### src/rtl/uart_arb_pkg.sv
// Shared FSM state type and counter width for the UART transmit arbiter.
package uart_arb_pkg;

  typedef enum logic [1:0] {
    IDLE      = 2'd0,
    GRANT     = 2'd1,
    WAIT_DONE = 2'd2,
    GAP       = 2'd3
  } arb_state_t;

  localparam int GAP_CNT_W = 16;

endpackage

### src/rtl/uart_tx_arbiter_rr_picker.sv
// Combinational round-robin picker: first set request at or above ptr, wrapping at NUM_REQ.
module rr_picker #(
  parameter int NUM_REQ = 4
) (
  input  logic [NUM_REQ-1:0]         req,
  input  logic [$clog2(NUM_REQ)-1:0] ptr,
  output logic [$clog2(NUM_REQ)-1:0] winner,
  output logic                       any_valid
);

  localparam int IDX_W = $clog2(NUM_REQ);

  logic [IDX_W-1:0] idx;

  // Scan from the farthest offset down so the closest request to ptr is written last and wins.
  always_comb begin
    winner    = ptr;
    any_valid = 1'b0;
    idx       = '0;
    for (int k = NUM_REQ - 1; k >= 0; k--) begin
      idx = IDX_W'((int'(ptr) + k) % NUM_REQ);
      if (req[idx]) begin
        winner    = idx;
        any_valid = 1'b1;
      end
    end
  end

endmodule

### src/rtl/uart_tx_arbiter.sv
// Round-robin arbiter feeding one UART byte transmitter from NUM_REQ requesters.
// Define UART_ARB_TIMEOUT_EN to add a WAIT_DONE watchdog driving timeout_err.
module uart_tx_arbiter
  import uart_arb_pkg::*;
#(
  parameter int NUM_REQ        = 4,
  parameter int GAP_CYCLES     = 16,
  parameter int TIMEOUT_CYCLES = 200000
) (
  input  logic                       clk,
  input  logic                       rst,
  input  logic [NUM_REQ-1:0]         req_valid,
  input  logic [8*NUM_REQ-1:0]       req_data,
  output logic [NUM_REQ-1:0]         req_ready,
  output logic [7:0]                 tx_data,
  output logic                       tx_start,
  input  logic                       tx_done,
  output logic [$clog2(NUM_REQ)-1:0] grant_id,
  output logic                       busy,
  output logic                       timeout_err
);

  localparam int                   IDX_W    = $clog2(NUM_REQ);
  localparam logic [GAP_CNT_W-1:0] GAP_LOAD = GAP_CNT_W'(GAP_CYCLES);
  localparam logic [IDX_W-1:0]     LAST_IDX = IDX_W'(NUM_REQ - 1);

  arb_state_t           state;
  arb_state_t           state_next;
  logic [IDX_W-1:0]     rr_ptr;
  logic [IDX_W-1:0]     winner;
  logic [IDX_W-1:0]     ptr_after;
  logic                 any_valid;
  logic                 xfer_end;
  logic [GAP_CNT_W-1:0] gap_cnt;

  rr_picker #(.NUM_REQ(NUM_REQ)) u_picker (
    .req       (req_valid),
    .ptr       (rr_ptr),
    .winner    (winner),
    .any_valid (any_valid)
  );

  assign ptr_after = (grant_id == LAST_IDX) ? '0 : grant_id + 1'b1;
  assign tx_start  = (state == GRANT);
  assign busy      = (state != IDLE);

`ifdef UART_ARB_TIMEOUT_EN
  localparam int              WD_W    = $clog2(TIMEOUT_CYCLES + 1);
  localparam logic [WD_W-1:0] WD_LAST = WD_W'(TIMEOUT_CYCLES - 1);

  logic [WD_W-1:0] wd_cnt;
  logic            wd_expired;

  // A tx_done landing on the final watchdog cycle counts as a normal completion.
  assign wd_expired = (state == WAIT_DONE) && (wd_cnt == WD_LAST) && !tx_done;
  assign xfer_end   = tx_done | wd_expired;

  always_ff @(posedge clk) begin
    if (rst) begin
      wd_cnt      <= '0;
      timeout_err <= 1'b0;
    end else begin
      timeout_err <= wd_expired;
      if (state == WAIT_DONE) wd_cnt <= wd_cnt + 1'b1;
      else                    wd_cnt <= '0;
    end
  end
`else
  // No watchdog: WAIT_DONE never expires, so the abort flag is permanently low.
  assign timeout_err = (TIMEOUT_CYCLES < 0);
  assign xfer_end    = tx_done;
`endif

  always_comb begin
    state_next = state;
    case (state)
      IDLE:      if (any_valid) state_next = GRANT;
      GRANT:     state_next = WAIT_DONE;
      WAIT_DONE: if (xfer_end) state_next = (GAP_CYCLES == 0) ? IDLE : GAP;
      GAP:       if (gap_cnt <= GAP_CNT_W'(1)) state_next = IDLE;
      default:   state_next = IDLE;
    endcase
  end

  // Byte, grant index and accept pulse are captured on the IDLE->GRANT edge.
  always_ff @(posedge clk) begin
    if (rst) begin
      state     <= IDLE;
      rr_ptr    <= '0;
      grant_id  <= '0;
      tx_data   <= 8'h00;
      req_ready <= '0;
      gap_cnt   <= '0;
    end else begin
      state     <= state_next;
      req_ready <= '0;
      case (state)
        IDLE: begin
          if (any_valid) begin
            tx_data           <= req_data[8*int'(winner) +: 8];
            grant_id          <= winner;
            req_ready[winner] <= 1'b1;
          end
        end
        WAIT_DONE: begin
          if (xfer_end) begin
            rr_ptr  <= ptr_after;
            gap_cnt <= GAP_LOAD;
          end
        end
        GAP:     gap_cnt <= gap_cnt - 1'b1;
        default: ;
      endcase
    end
  end

endmodule

### config.mk
export PLATFORM = sky130hd
export DESIGN_NAME = uart_tx_arbiter
export DESIGN_NICKNAME = d
export VERILOG_FILES = /design/src/rtl/uart_arb_pkg.sv /design/src/rtl/uart_tx_arbiter_rr_picker.sv /design/src/rtl/uart_tx_arbiter.sv
export SDC_FILE = /design/constraint.sdc
export NUM_CORES = 1
export LEC_CHECK = 0
export CAP_MARGIN = 20
export CORE_UTILIZATION = 35
export DETAILED_ROUTE_END_ITERATION = 10
export PLACE_DENSITY_LB_ADDON = 0.12
export SYNTH_ARGS = -nofsm -noshare
export SYNTH_HDL_FRONTEND = slang
export SYNTH_SLANG_ARGS = --single-unit
### constraint.sdc
create_clock -name clk -period 2.65 [get_ports clk]
set_clock_uncertainty 0.1 [all_clocks]
set_input_delay 0.3975 -clock clk [delete_from_list [all_inputs] [get_ports clk]]
set_output_delay 0.3975 -clock clk [all_outputs]
set_load 0.02 [all_outputs]
==> flow_metrics.env <==
export IMPL_synthCells=212
export IMPL_final_util_pct=53.39
export IMPL_placed_area_um2=2497
export IMPL_root_buffer="clkbuf_8"
export IMPL_mostFrequentLayoutCell="clkdlybuf4s50_1"
export IMPL_p_per_area_nw_per_um2=952.4
export IMPL_cts_buffers_inserted=5
export IMPL_yosys_warnings=0
export IMPL_cpMaxStageDelayCell="or4_1"
export IMPL_grt_pass1_vias=1517
export IMPL_status="completed"
export IMPL_ys_async_sr_fraction_pct=0
export IMPL_hold_viol_final=0
export IMPL_synthFlopType="dfxtp_1"
export IMPL_die_h_um=73.85
export IMPL_grt_max_degree=17
export IMPL_fin_nets=322
export IMPL_clk_pin_slew_ps=70
export IMPL_required_ps=2700
export IMPL_ys_types=42
export IMPL_drtIter0Drc=66
export IMPL_final_antenna_net_count=0
export IMPL_critical_path_class="in -> reg"
export IMPL_syn_to_final_growth_pct=43.28
export IMPL_cts_resized_gates=0
export IMPL_cp_max_fo=9
export IMPL_routed_via_density=4.890
export IMPL_crit_family="simple AND/OR/NAND/NOR gates"
export IMPL_cts_sinks=34
export IMPL_die_area_um2=5453
export IMPL_gr_usage_all_layers_pct=16.38
export IMPL_slew_violations=0
export IMPL_rsz0062_at_grt="false"
export IMPL_drt_first_pass_iters=4
export IMPL_clk_path_buf_depth=2
export IMPL_min_period_over_period_pct=92.93
export IMPL_cts_tree="done"
export IMPL_syn_area_per_cell_um2=8.522
export IMPL_num_vias=1682
export IMPL_hold_buffers=0
export IMPL_drive_above_1_share_pct=11.19
export IMPL_fin_crit_ps=2463
export IMPL_place_hpwl_um=3226
export IMPL_dp_cells=336
export IMPL_num_rows=25
export IMPL_ys_seq_area_share_pct=37.67
export IMPL_drc_errors=0
export IMPL_syn_nets=258
export IMPL_ys_seq_elements=34
export IMPL_slowest_delay_ps=530
export IMPL_syn_area_um2=1807
export IMPL_maxSlewHeadroom_pct=55.02
export IMPL_cp_end_kind="flip-flop"
export IMPL_worstSetupStartpointType="primary input"
export IMPL_fmax_ghz=0.4061
export IMPL_critPathArrivalTime_ps=2520
export IMPL_finalSetupTns_ps=0
export IMPL_wl_um=4300
export IMPL_io_buffers=54
export IMPL_clk_latency_ps=280
export IMPL_p_leak_nw=1.045
export IMPL_max_cap_viol_count=0
export IMPL_grt_antenna_before_repair=0
export IMPL_reg2reg_slack_ps=320
export IMPL_critical_path_cell_chain="clkdlybuf4s50_1, nor2b_1, or4_1, nand2_1, buf_12, mux2_1, a221oi_1, o32ai_1"
export IMPL_die_x_um=73.85
export IMPL_tightest_slew_ps=672.2
export IMPL_setup_violations=0
export IMPL_grt_ovfl_total=0
export IMPL_wl_per_cell_um=12.50
export IMPL_finalInstanceArea_um2=2589
export IMPL_core_um2=4848
export IMPL_ios=56
export IMPL_ir_worst_vdd_mv=0.4394
export IMPL_initial_core_util_pct=37.26
export IMPL_path_buf_inv=2
export IMPL_post_cts_buffers=0
export IMPL_final_cell_mix="clkdlybuf4s50_1, dfxtp_1, nor2_1"
export IMPL_final_cells=344
export IMPL_place_congestion=0.6849
export IMPL_whs_ps=386.8
export IMPL_hold_path_class="reg -> reg"
export IMPL_cts_htree_levels=2
export IMPL_synth_edff_count=0
export IMPL_antenna_cells=0
export IMPL_grt_pass1_wl_um=6879
[cells in the mapped netlist, types with 3 or more instances]
master | n | area (um2)
a21oi_1 | 13 | 65.06
a221oi_1 | 7 | 61.31
clkbuf_1 | 7 | 26.28
dfxtp_1 | 34 | 680.7
ha_1 | 7 | 87.58
inv_1 | 15 | 56.30
mux2_1 | 4 | 45.04
mux2_2 | 3 | 33.78
mux2i_1 | 4 | 40.04
nand2_1 | 12 | 45.04
nand2b_1 | 3 | 18.77
nand3_1 | 3 | 15.01
nor2_1 | 32 | 120.1
nor2b_1 | 4 | 25.02
nor3_1 | 8 | 40.04
nor4_1 | 4 | 25.02
o21ai_0 | 7 | 35.03
o32ai_1 | 7 | 61.31
or3_1 | 4 | 25.02
xnor2_1 | 8 | 70.07
[final cells by class]
cell class,count,area (um2)
fill,453,2260
clock buffer,7,86.33
timing repair buffer,68,658.1
inverter,15,56.30
sequential,34,680.7
tap,67,83.83
multi-input combinational,152,1018
clock inverter,1,5.005
[flip-flops by register name, summed over array words and instances, names as in the netlist]
signal,cells
gap_cnt,16
tx_data,8
req_ready,4
grant_id,2
rr_ptr,2
state,2
[worst paths after layout]
kind / startpoint / cells after the start / to
max reg2reg: state[0] / 7 / gap_cnt[14]
min: grant_id[1] / 2 / grant_id[1]
min reg2reg: grant_id[1] / 2 / grant_id[1]
max: req_valid[0] / 8 / tx_data[1]
[worst min-delay path, cell delays in order (launching register included)]
cell     delay (ps)
dfxtp_1         330
nand2_1          60
a21oi_1          50
[where the power goes]
group | switching [mW] | internal (mW) | leakage [nW]
logic | 0.651 | 0.607 | 0.719
registers | 0.132 | 0.677 | 0.278
clock network | 0.189 | 0.210 | 0.0482
total | 0.972 | 1.49 | 1.05
[stage by stage]
| stage | setup slack, ps | power, mW |
|---|---|---|
| floorplan | 370.3 | 1.674 |
| global placement | -44.60 | 2.072 |
| detailed placement | -79.92 | 2.076 |
| CTS | 199.3 | 2.495 |
| global route | 56.07 | 2.643 |
| finish | 187.3 | 2.465 |
[per-layer routing]
metal | share of wire [%] | track usage (%) | up-vias
met5 | 0 | 0 | -
met4 | 1.1 | 5.983 | 0
met3 | 5.4 | 4.527 | 5
met2 | 43 | 22.94 | 42
met1 | 50 | 23.64 | 760
li1 | - | - | 875
[cell families (layout without fill, tap and decap cells)]
logic type                 Yosys count  after routing  share of synthesized area, %
buffers and inverters               26             91                         5.956
AOI/OAI and AO/OA                   41             41                         16.76
adders and majority gates            7              7                         4.847
other                                1              1                        0.2076
DFF                                 34             34                         37.67
xor gates and xnor gates            10             10                         4.848
muxes                               11             11                         6.579
and+or+nand+nor                     82             82                         23.13
(Power assumes the default switching activity.)
